==> config.mk <==
export PLATFORM = sky130hd
export DESIGN_NAME = wb_port_arbiter_flat
export DESIGN_NICKNAME = d
export VERILOG_FILES = /design/src/rtl/wb_pkg.sv /design/src/rtl/wb_port_arbiter_if.sv /design/src/rtl/wb_skid_fifo.sv /design/src/rtl/wb_port_arbiter.sv /design/src/flat_wrapper.sv
export SDC_FILE = /design/constraint.sdc
export NUM_CORES = 1
export LEC_CHECK = 0
export CAP_MARGIN = 15
export CORE_MARGIN = 10
export CORE_UTILIZATION = 52
export DETAILED_ROUTE_END_ITERATION = 6
export PLACE_DENSITY = 0.85
export SKIP_CTS_REPAIR_TIMING = 1
export SYNTH_ARGS = -nofsm -noshare
export SYNTH_HDL_FRONTEND = slang
export SYNTH_SLANG_ARGS = --single-unit
==> constraint.sdc <==
create_clock -name clk -period 3.2 [get_ports clk]
set_input_delay 0.64 -clock clk [delete_from_list [all_inputs] [get_ports clk]]
set_output_delay 0.64 -clock clk [all_outputs]
set_load 0.01 [all_outputs]
==> src/rtl/wb_pkg.sv <==
// wb_pkg: shared types and sizes for the register-file write-back arbiter.
//   XLEN     - register value width
//   NREGS    - architectural register count
//   REG_AW   - register address width
//   wb_req_t - one write request {destination register, data}
//   grant_src_t - which source owns the write port
package wb_pkg;

  localparam int XLEN   = 32;
  localparam int NREGS  = 32;
  localparam int REG_AW = $clog2(NREGS);

  // "reg" is a reserved word, so the destination field is reg_addr.
  typedef struct packed {
    logic [REG_AW-1:0] reg_addr;
    logic [XLEN-1:0]   data;
  } wb_req_t;

  typedef enum logic {
    GNT_PIPE = 1'b0,
    GNT_LOAD = 1'b1
  } grant_src_t;

endpackage

==> src/rtl/wb_port_arbiter_if.sv <==
// wb_port_arbiter_if: bundle of the write-back arbiter's request, issue,
// register-file and hazard-mask signals.
//   pipe_*         - pipeline write-back request (valid/ready handshake)
//   ld_*           - load-return request (valid/ready handshake)
//   ld_issue_*     - load-miss issue notification for the scoreboard
//   rf_*           - registered register-file write port
//   pending_mask   - per-register outstanding-load mask for decode
// Modports: slave = the arbiter, master = whoever drives the requests.
interface wb_port_arbiter_if;
  import wb_pkg::*;

  logic              pipe_valid;
  logic              pipe_ready;
  logic [REG_AW-1:0] pipe_reg;
  logic [XLEN-1:0]   pipe_data;

  logic              ld_valid;
  logic              ld_ready;
  logic [REG_AW-1:0] ld_reg;
  logic [XLEN-1:0]   ld_data;

  logic              ld_issue_valid;
  logic [REG_AW-1:0] ld_issue_reg;

  logic              rf_we;
  logic [REG_AW-1:0] rf_waddr;
  logic [XLEN-1:0]   rf_wdata;
  logic [NREGS-1:0]  pending_mask;

  modport slave (
    input  pipe_valid, pipe_reg, pipe_data,
    input  ld_valid, ld_reg, ld_data,
    input  ld_issue_valid, ld_issue_reg,
    output pipe_ready, ld_ready,
    output rf_we, rf_waddr, rf_wdata, pending_mask
  );

  modport master (
    output pipe_valid, pipe_reg, pipe_data,
    output ld_valid, ld_reg, ld_data,
    output ld_issue_valid, ld_issue_reg,
    input  pipe_ready, ld_ready,
    input  rf_we, rf_waddr, rf_wdata, pending_mask
  );

endinterface

==> src/rtl/wb_skid_fifo.sv <==
// wb_skid_fifo: 2-entry FIFO of write requests absorbing the pipeline stream.
//   clk, reset - clock, synchronous active-high flush
//   push, push_req - enqueue a request (ignored when full)
//   pop            - dequeue the head (ignored when empty)
//   head           - current oldest entry (valid when count != 0)
//   count          - number of stored entries, 0..2
// A full FIFO refuses a push even if it pops in the same cycle, so the
// caller's ready can be derived from the registered count alone.
module wb_skid_fifo
  import wb_pkg::*;
(
  input  logic       clk,
  input  logic       reset,
  input  logic       push,
  input  wb_req_t    push_req,
  input  logic       pop,
  output wb_req_t    head,
  output logic [1:0] count
);

  wb_req_t    mem_reg [2];
  logic       wr_ptr_reg;
  logic       rd_ptr_reg;
  logic [1:0] count_reg;
  logic [1:0] count_next;
  logic       push_ok;
  logic       pop_ok;

  assign push_ok = push && (count_reg != 2'd2);
  assign pop_ok  = pop && (count_reg != 2'd0);

  always_comb begin
    count_next = count_reg;
    case ({push_ok, pop_ok})
      2'b10:   count_next = count_reg + 2'd1;
      2'b01:   count_next = count_reg - 2'd1;
      default: count_next = count_reg;
    endcase
  end

  // Storage is not reset; the pointers and count define what is live.
  always_ff @(posedge clk) begin
    if (push_ok) begin
      mem_reg[wr_ptr_reg] <= push_req;
    end
  end

  always_ff @(posedge clk) begin
    if (reset) begin
      wr_ptr_reg <= 1'b0;
      rd_ptr_reg <= 1'b0;
      count_reg  <= 2'd0;
    end else begin
      if (push_ok) wr_ptr_reg <= ~wr_ptr_reg;
      if (pop_ok)  rd_ptr_reg <= ~rd_ptr_reg;
      count_reg <= count_next;
    end
  end

  assign head  = mem_reg[rd_ptr_reg];
  assign count = count_reg;

endmodule

==> src/rtl/wb_port_arbiter.sv <==
// wb_port_arbiter: shares the single register-file write port between the
// pipeline write-back stream (via a 2-entry skid FIFO) and the load-return
// stream, and keeps a pending-load scoreboard for decode.
//   clk, reset - clock, synchronous active-high reset
//   bus        - wb_port_arbiter_if.slave: pipe_*, ld_*, ld_issue_*,
//                rf_we/rf_waddr/rf_wdata, pending_mask
// Build option: define WB_RR_EN for round-robin on ties; otherwise the
// load return always wins and the pipe stream may stall indefinitely.
module wb_port_arbiter
  import wb_pkg::*;
(
  input  logic             clk,
  input  logic             reset,
  wb_port_arbiter_if.slave bus
);

  wb_req_t          pipe_req;
  wb_req_t          fifo_head;
  logic [1:0]       fifo_count;
  logic             fifo_nonempty;
  logic             fifo_push;
  logic             fifo_pop;
  logic             pipe_ready;
  logic             grant_load;
  logic             grant_pipe;
  logic             load_wins_tie;

  logic             rf_we_reg;
  logic [REG_AW-1:0] rf_waddr_reg;
  logic [XLEN-1:0]  rf_wdata_reg;
  logic [NREGS-1:0] pending_reg;
  logic [NREGS-1:0] pending_next;

  // ---------------------------------------------------------------- FIFO
  assign pipe_req.reg_addr = bus.pipe_reg;
  assign pipe_req.data     = bus.pipe_data;

  // Ready depends only on the registered count, never on this cycle's pop.
  assign pipe_ready = !reset && (fifo_count != 2'd2);
  assign fifo_push  = bus.pipe_valid && pipe_ready;
  assign fifo_pop   = grant_pipe;
  assign fifo_nonempty = (fifo_count != 2'd0);

  wb_skid_fifo u_fifo (
    .clk      (clk),
    .reset    (reset),
    .push     (fifo_push),
    .push_req (pipe_req),
    .pop      (fifo_pop),
    .head     (fifo_head),
    .count    (fifo_count)
  );

  // ----------------------------------------------------------- arbitration
`ifdef WB_RR_EN
  grant_src_t last_grant_reg;
  grant_src_t last_grant_next;

  always_ff @(posedge clk) begin
    if (reset) begin
      last_grant_reg <= GNT_LOAD;
    end else begin
      last_grant_reg <= last_grant_next;
    end
  end

  // Only contested cycles move the round-robin pointer.
  always_comb begin
    last_grant_next = last_grant_reg;
    if (fifo_nonempty && bus.ld_valid) begin
      last_grant_next = grant_load ? GNT_LOAD : GNT_PIPE;
    end
  end

  assign load_wins_tie = (last_grant_reg == GNT_PIPE);
`else
  assign load_wins_tie = 1'b1;
`endif

  assign grant_load = !reset && bus.ld_valid && (!fifo_nonempty || load_wins_tie);
  assign grant_pipe = !reset && fifo_nonempty && !grant_load;

  // ------------------------------------------------------ write port regs
  // x0 requests still complete their handshake but never raise rf_we.
  always_ff @(posedge clk) begin
    if (reset) begin
      rf_we_reg    <= 1'b0;
      rf_waddr_reg <= '0;
      rf_wdata_reg <= '0;
    end else if (grant_load) begin
      rf_we_reg    <= (bus.ld_reg != '0);
      rf_waddr_reg <= bus.ld_reg;
      rf_wdata_reg <= bus.ld_data;
    end else if (grant_pipe) begin
      rf_we_reg    <= (fifo_head.reg_addr != '0);
      rf_waddr_reg <= fifo_head.reg_addr;
      rf_wdata_reg <= fifo_head.data;
    end else begin
      rf_we_reg    <= 1'b0;
    end
  end

  // ------------------------------------------------------------ scoreboard
  // A same-cycle issue and return to one register leaves the bit set:
  // the issue describes a newer load than the one returning.
  genvar gi;
  for (gi = 0; gi < NREGS; gi++) begin : g_pend
    if (gi == 0) begin : g_x0
      assign pending_next[gi] = 1'b0;
    end else begin : g_xn
      logic set_hit;
      logic clr_hit;
      assign set_hit = bus.ld_issue_valid && (bus.ld_issue_reg == REG_AW'(gi));
      assign clr_hit = grant_load && (bus.ld_reg == REG_AW'(gi));
      assign pending_next[gi] = set_hit || (pending_reg[gi] && !clr_hit);
    end
  end

  always_ff @(posedge clk) begin
    if (reset) begin
      pending_reg <= '0;
    end else begin
      pending_reg <= pending_next;
    end
  end

  // --------------------------------------------------------------- outputs
  assign bus.pipe_ready   = pipe_ready;
  assign bus.ld_ready     = grant_load;
  assign bus.rf_we        = rf_we_reg;
  assign bus.rf_waddr     = rf_waddr_reg;
  assign bus.rf_wdata     = rf_wdata_reg;
  assign bus.pending_mask = pending_reg;

endmodule

==> src/flat_wrapper.sv <==
// flat-port wrapper written by rule: the top's interface ports become plain ports
module wb_port_arbiter_flat import wb_pkg::*;
  (clk, reset, bus_pipe_valid, bus_pipe_reg, bus_pipe_data, bus_ld_valid, bus_ld_reg, bus_ld_data, bus_ld_issue_valid, bus_ld_issue_reg, bus_pipe_ready, bus_ld_ready, bus_rf_we, bus_rf_waddr, bus_rf_wdata, bus_pending_mask);
  wb_port_arbiter_if bus_i ();
  input  logic clk;
  input  logic reset;
  input wire logic [$bits(bus_i.pipe_valid)-1:0] bus_pipe_valid;
  input wire logic [$bits(bus_i.pipe_reg)-1:0] bus_pipe_reg;
  input wire logic [$bits(bus_i.pipe_data)-1:0] bus_pipe_data;
  input wire logic [$bits(bus_i.ld_valid)-1:0] bus_ld_valid;
  input wire logic [$bits(bus_i.ld_reg)-1:0] bus_ld_reg;
  input wire logic [$bits(bus_i.ld_data)-1:0] bus_ld_data;
  input wire logic [$bits(bus_i.ld_issue_valid)-1:0] bus_ld_issue_valid;
  input wire logic [$bits(bus_i.ld_issue_reg)-1:0] bus_ld_issue_reg;
  output wire logic [$bits(bus_i.pipe_ready)-1:0] bus_pipe_ready;
  output wire logic [$bits(bus_i.ld_ready)-1:0] bus_ld_ready;
  output wire logic [$bits(bus_i.rf_we)-1:0] bus_rf_we;
  output wire logic [$bits(bus_i.rf_waddr)-1:0] bus_rf_waddr;
  output wire logic [$bits(bus_i.rf_wdata)-1:0] bus_rf_wdata;
  output wire logic [$bits(bus_i.pending_mask)-1:0] bus_pending_mask;
  assign bus_i.pipe_valid = bus_pipe_valid;
  assign bus_i.pipe_reg = bus_pipe_reg;
  assign bus_i.pipe_data = bus_pipe_data;
  assign bus_i.ld_valid = bus_ld_valid;
  assign bus_i.ld_reg = bus_ld_reg;
  assign bus_i.ld_data = bus_ld_data;
  assign bus_i.ld_issue_valid = bus_ld_issue_valid;
  assign bus_i.ld_issue_reg = bus_ld_issue_reg;
  assign bus_pipe_ready = bus_i.pipe_ready;
  assign bus_ld_ready = bus_i.ld_ready;
  assign bus_rf_we = bus_i.rf_we;
  assign bus_rf_waddr = bus_i.rf_waddr;
  assign bus_rf_wdata = bus_i.rf_wdata;
  assign bus_pending_mask = bus_i.pending_mask;
  wb_port_arbiter u_core (.clk(clk), .reset(reset), .bus(bus_i));
endmodule
==> metrics list, run 1 <==
- The flow ran to the end, and the final reports show no timing, DRC or antenna violations.
- The floorplan step set the die width to roughly 130 um.
* Largest net degree at the start of global routing: 46
- Number of distinct library cell variants in the gate-level netlist after synthesis: 39
- Share of synthesized area occupied by flip-flops and latches: 0.628
- Fin nets: 726
- Top library cells by usage in the layout, fill and taps aside: sky130_fd_sc_hd__clkdlybuf4s50_1, sky130_fd_sc_hd__edfxtp_1, sky130_fd_sc_hd__dfxtp_1
* Maximum vdd ir drop: ~0.38 mV
- TritonCTS built the clock tree.
* Standby leakage power: between 0.002 and 0.003 uW
* Number of nets in the synthesized netlist: around 580
- The die covers roughly 0.016 mm2.
- Across all setup checks in the final design, the least slack found is ~600 ps.
- Summed over all layers, the routed wires come to 17,200 um.
* Largest delay share family, worst path: buffers and inverters
- The largest total area in the synthesized netlist belongs to sky130_fd_sc_hd__edfxtp_1.
* Number of buffer and inverter instances along the worst setup path: 2
- Setup total negative slack: 0 ps
- Crit. End Element: output pin
- Later-pin clock latency in the skew report: around 410 ps
* Pre-Repair DR Iteration Count: 6
* Critical path data required time: 2560 ps
* Fraction of synthesized cell area taken by the top area cell type: 0.377
- Ranked by total cell area, the synthesized netlist is headed by sky130_fd_sc_hd__edfxtp_1, sky130_fd_sc_hd__dfxtp_1, sky130_fd_sc_hd__mux2i_1.
- Clock-pin slew reported for the worst setup and hold paths after clock tree synthesis: about 60 ps
* Number of pins exceeding their max-slew limit in the final report: 0
* Detailed-route vias per instance: between 6 and 7
* Skew final: 4.72 ps
* Routed length per placed instance: roughly 22 um
* Number of cells in the finished layout apart from fillers: a little under 800
- The floorplan has 38 rows.
- The count of final hold-check violations is 0.
* First-pass GRT wire length: 26,600 um
- around 160 I/O pins were placed.
- STA puts the critical path data arrival time at 1960 ps.
* Post-synthesis to final-layout area growth: 36.8%
- The worst hold path begins at u_core.bus.pending_mask[12].
- The synthesized netlist occupies a cell area of a little under 0.006 mm2.
- Summing over every cut layer, the via total after detailed routing is between 4k and 5k.
- Warnings from Yosys: 0
- The routed design could run at a clock period as short as 2600 ps.
- CP Cell Sequence: buf_2 -> nor2b_1 -> clkdlybuf4s50_1
* Worst Path Class, Setup: input port to output pin
- Slew headroom: 0.430
- Number of sinks handled by clock tree synthesis: approximately 150
- The worst register-to-register path begins at u_core.u_fifo.count[0].
* Cell Count Post-Placement: 762
* Power density over the cells: ~600 mW/mm2
* Leading cell type in the layout, fill and taps excluded: sky130_fd_sc_hd__clkdlybuf4s50_1
- Height of the chip: 127 um
- Port Buf Inserts: between 150 and 200
- H-tree Lvls: 4
- The total overflow left after global routing is 0.
* Initial cell density of the core: 0.537
- In the synthesized netlist the dominant register cell turns out to be sky130_fd_sc_hd__edfxtp_1.
* Largest incremental delay on the critical path: roughly 590 ps
- Summing internal, switching and leakage power gives 4870 uW.
- The register with the most flip-flops in the layout has 74 of them.
- Avg Cell Area, Syn: 11.9 um2
- Synthesis inferred 148 register bits.
- Floorplan Core Area: about 0.011 mm2
* Post-detailed-route DRC marker count: 0
- Startpoint of the most critical setup path: reset
- Hpwl dp: approximately 11,000 um
- Setup repair after global routing left no endpoint under its margin.
- Aggregate global-route resource usage: 0.206
* Highest-delay cell along the critical path: sky130_fd_sc_hd__buf_2
- Max capacitance violation total: 0
- In the final layout, the share of cells above drive strength 1 is 0.0795.
- The initial antenna violation count is 1.
* Slew at the pin closest to its max-slew limit: around 850 ps
* Post-placement worst setup slack: 592 ps
- In this run the remaining antenna-violating nets after routing total 0.
- CTS root buf: sky130_fd_sc_hd__clkbuf_16
- The clock passes through at most 2 buffers.
- Path category of the worst min-delay check: flop to flop
- Dividing the final minimum period by the clock period gives 0.814.
- The worst setup path is launched from an input port.
- Number of instances in the synthesized netlist: 497
- Via count of the first global-routing pass: roughly 5.0k
- Setup violations remaining at the end of the flow were counted as 0.
* Inserted Clock Buffers: 17
- After synthesis, the share of flip-flops with an asynchronous set or reset is 0.
* DR iter-0 viols: roughly 590
- Final antenna diode count: 0
- Placer Congestion: slightly above 0.8
- Largest driver fanout on the critical path: 35
* EDFF count, synth: 74
* Highest clock frequency the design can meet: between 0.3 and 0.4 GHz
## report_power, final
group,total (uW),switching [uW],internal (uW)
clock,1950,761,1190
sequential,2150,54.4,2100
combinational,769,394,374
total,4870,1210,3660
## Yosys cell counts, drive strengths merged, types with 3 or more instances
cell,n
a211o,37
a21oi,41
buf,20
clkbuf,22
dfxtp,74
edfxtp,74
inv,4
mux2i,37
nand2,42
nand2b,4
nand3,6
nor2,4
nor2b,5
nor3,39
o21ai,33
o311ai,31
or2,3
or3,6
## through the flow
step	instance area (um2)	util	hold slack, ps
final	8070	0.735	498
after global routing	8070	0.735	505
after CTS	8070	0.735	493
after detailed placement	7490	0.682	470
after global placement	7490	0.682	470
after floorplan	5900	-	452
## tightest hold or removal path: stages, from the launching register on
cell	delay (ps)
sky130_fd_sc_hd__dfxtp_1	310
sky130_fd_sc_hd__o311ai_1	80
sky130_fd_sc_hd__o21ai_1	60
## layer usage
metal	wire length (um)	track usage	vias up	part of all wire
met5	0	0	-	0
met4	198	0.0690	0	0.012
met3	1880	0.0816	24	0.11
met2	8590	0.345	272	0.50
met1	6520	0.235	2318	0.38
li1	-	-	2184	-
## kinds of logic after synthesis
group / Yosys count / synth area share
muxes: 37 / 0.0628
AOI/OAI and AO/OA: 145 / 0.168
and+or+nand+nor: 117 / 0.0969
DFF: 148 / 0.628
buffers and inverters: 46 / 0.0392
xor gates and xnor gates: 2 / 0.00297
other: 1 / 0.000636
adders and majority gates: 1 / 0.00212
## layout make-up
class,instances,area (um2)
clock buffer,19,454
clock inverter,13,128
fill,728,2910
inverter,4,15.0
multi-input combinational,303,1970
sequential,148,3710
tap,140,175
timing repair buffer,167,1630
## worst paths after layout
check	end	cells after the start	slack, ps
worst max register to register	u_core.u_fifo.count[1]	6	890
worst min register to register	u_core.bus.pending_mask[12]	2	500
worst max-delay path	bus_ld_ready	3	600
worst min-delay path	u_core.bus.pending_mask[12]	2	500
Power figures use the tool's default switching activity.
==> run 2: changes to the inputs <==
CORE_UTILIZATION = 48   (was 52)
PLACE_DENSITY = 0.79   (was 0.85)
clock period = 2.59 ns   (was 3.2 ns; I/O delays follow)
==> metrics list, run 2 (synthesis gave the netlist of run 1 again) <==
- The data arrival time of the critical path is 1830 ps (-130 ps).
- In the finished design, the share of the clock period the worst path needs comes to 0.906.
- Crit. End Element: output pin
* Area enclosed by the die boundary: 0.0171 mm2 (+7.0%)
- Setup repair after global routing left no endpoint under its margin.
* Leading cell type in the layout, fill and taps excluded: sky130_fd_sc_hd__clkdlybuf4s50_1
- By startpoint and endpoint, the worst setup path is classified as flop to output pin.
- Power density over the cells: 743 mW/mm2 (+23%)
* Cell Rows: 40 (+5.3%)
- The fraction of final layout cells with drive strength greater than 1 came to 0.0791 (-0.000363).
- M1 wire length: 6600 um (+1.2%)
- The final weighted congestion in routability-driven placement was 0.842 (+4.0%).
* Standby leakage power: 0.00279 uW (+0.69%)
- The total routed wirelength came to 16,700 um (-3.1%).
* Setup total negative slack: 0 ps (unchanged)
- The via-per-instance ratio came to 6.01 (-0.54%).
* Pre-Repair DR Iteration Count: 6 (unchanged)
- The critical path buffer and inverter count came to 1 (-1).
- STA classifies the critical path startpoint as a flop.
- Highest-delay cell along the critical path: sky130_fd_sc_hd__clkdlybuf4s50_1
- Top library cells by usage in the layout, fill and taps aside: sky130_fd_sc_hd__clkdlybuf4s50_1, sky130_fd_sc_hd__edfxtp_1, sky130_fd_sc_hd__dfxtp_1
* Result of the run: finished clean
- Max reg flops: 74 (unchanged)
* Slew headroom: 0.438 (+0.00738)
- In this run the worst hold path is classified as input port to flop.
- Aggregate global-route resource usage: 0.187 (-0.0189)
- Initial cell density of the core: 0.491 (-0.0460)
- The max-slew violation count was 0 (unchanged).
- The worst hold slack was 471 ps (-26.3 ps).
* Final setup violation count: 0 (unchanged)
* Clock-pin slew reported for the worst setup and hold paths after clock tree synthesis: 50 ps (about the same)
- Number of sinks handled by clock tree synthesis: 148 (unchanged)
- From synthesis to final layout, the design area changed by 37.9%.
* Final antenna diode count: 0 (unchanged)
* First-pass GRT wire length: 24,900 um (-6.1%)
* Final period demand of the worst path: ~2300 ps
- The count of final hold-check violations is 0 (unchanged).
- The number of global-route vias before repair was 4,760 (-4.8%).
* Overflow after GRT: 0 (unchanged)
* H-tree Lvls: 4 (unchanged)
- Buffer depth of the longest clock path: 2 (unchanged)
- The amount of wire on met2 after detailed routing came to 7640 um (-11%).
- The critical path data required time was 2070 ps (-490 ps).
- The total DRC errors in the routed layout is 0 (unchanged).
* Num ports: 156 (unchanged)
- The quantity of I/O buffers inserted on ports came to 154 (unchanged).
* Total via count after detailed routing: 4,832 (+0.71%)
* Die Width: 131 um (+3.4%)
* Slew at the pin closest to its max-slew limit: 842 ps (-11.1 ps)
- The CTS buffer count is 17 (unchanged).
- Largest net degree at the start of global routing: 57 (+24%)
- Antenna violations before repair: 1 (unchanged)
- After detailed routing, no signal wire sits above met4.
* Height of the chip: 131 um (+3.4%)
- The total number of nets in the final design was 729 (+0.41%).
* Design Power: 6050 uW (+24%)
- Layout Cell Area excl Fill: 0.00814 mm2 (+0.81%)
- Count of antenna-violating nets left after detailed routing: 0 (unchanged)
- The cell area after placement is 0.00753 mm2 (+0.58%).
- DR iter-0 viols: 617 (+4.0%)
- The root buffer cell chosen for the clock tree is sky130_fd_sc_hd__clkbuf_16.
- Floorplan Core Area: 0.0120 mm2 (+9.4%)
* Largest incremental delay on the critical path: 590 ps (about the same)
- Length of routed met3 wiring: 2070 um (+10%)
* Maximum vdd ir drop: 0.454 mV (+20%)
- Skew final: 8.89 ps (+4.18 ps)
- TritonCTS built the clock tree.
- The half-perimeter wire length after placement was 11,800 um (+4.6%).
- The number of max-cap violations came to 0 (unchanged).
- The peak fanout along the critical path was 14 (-60%).
- Routed length per placed instance: 20.7 um (-4.3%)
- Later-pin clock latency in the skew report: 410 ps (about the same)
* CP Cell Sequence: nor2b_1 -> nor2_1 -> clkdlybuf4s50_1
- Largest delay share family, worst path: buffers and inverters
- Timing would allow up to about 0.43 GHz.
## run 2: layout make-up
cell class | instances | area [um2]
Tap cell | 147 | 184
Inverter | 4 | 15.0
Clock buffer | 26 | 543
Timing Repair Buffer | 170 | 1660
Clock inverter | 6 | 60.1
Sequential cell | 148 | 3710
Fill cell | 865 | 3870
Multi-Input combinational cell | 303 | 1970
## run 2: routing by layer
| metal | track usage | vias up |
|---|---|---|
| met1 | 0.216 | 2286 |
| met2 | 0.308 | 310 |
| li1 | - | 2190 |
| met5 | 0 | - |
| met4 | 0.0621 | 0 |
| met3 | 0.0778 | 46 |
## run 2: power breakdown
| part | internal, uW | total, uW | leakage (uW) | switching (uW) |
|---|---|---|---|---|
| clock network | 1550 | 2440 | 0.000297 | 897 |
| logic | 466 | 927 | 0.00121 | 461 |
| registers | 2590 | 2680 | 0.00129 | 89.0 |
| total | 4600 | 6050 | 0.00279 | 1450 |
## run 2: through the flow
step | setup slack, ps | cells | utilization
after floorplan | 287 | 497 | -
after global placement | 244 | 772 | 0.627
after detailed placement | 203 | 772 | 0.627
after CTS | 257 | 804 | 0.678
after global routing | 122 | 804 | 0.678
final | 245 | 804 | 0.678
## run 2: final timing paths
kind                                end                  startpoint  depth (start not counted)  slack, ps
max reg2reg     u_core.bus.rf_wdata[28]      u_core.u_fifo.count[1]                          5        650
max                      bus_pipe_ready      u_core.u_fifo.count[0]                          3        240
min              u_core.u_fifo.count[0]                       reset                          2        470
min reg2reg  u_core.bus.pending_mask[6]  u_core.bus.pending_mask[6]                          2        500
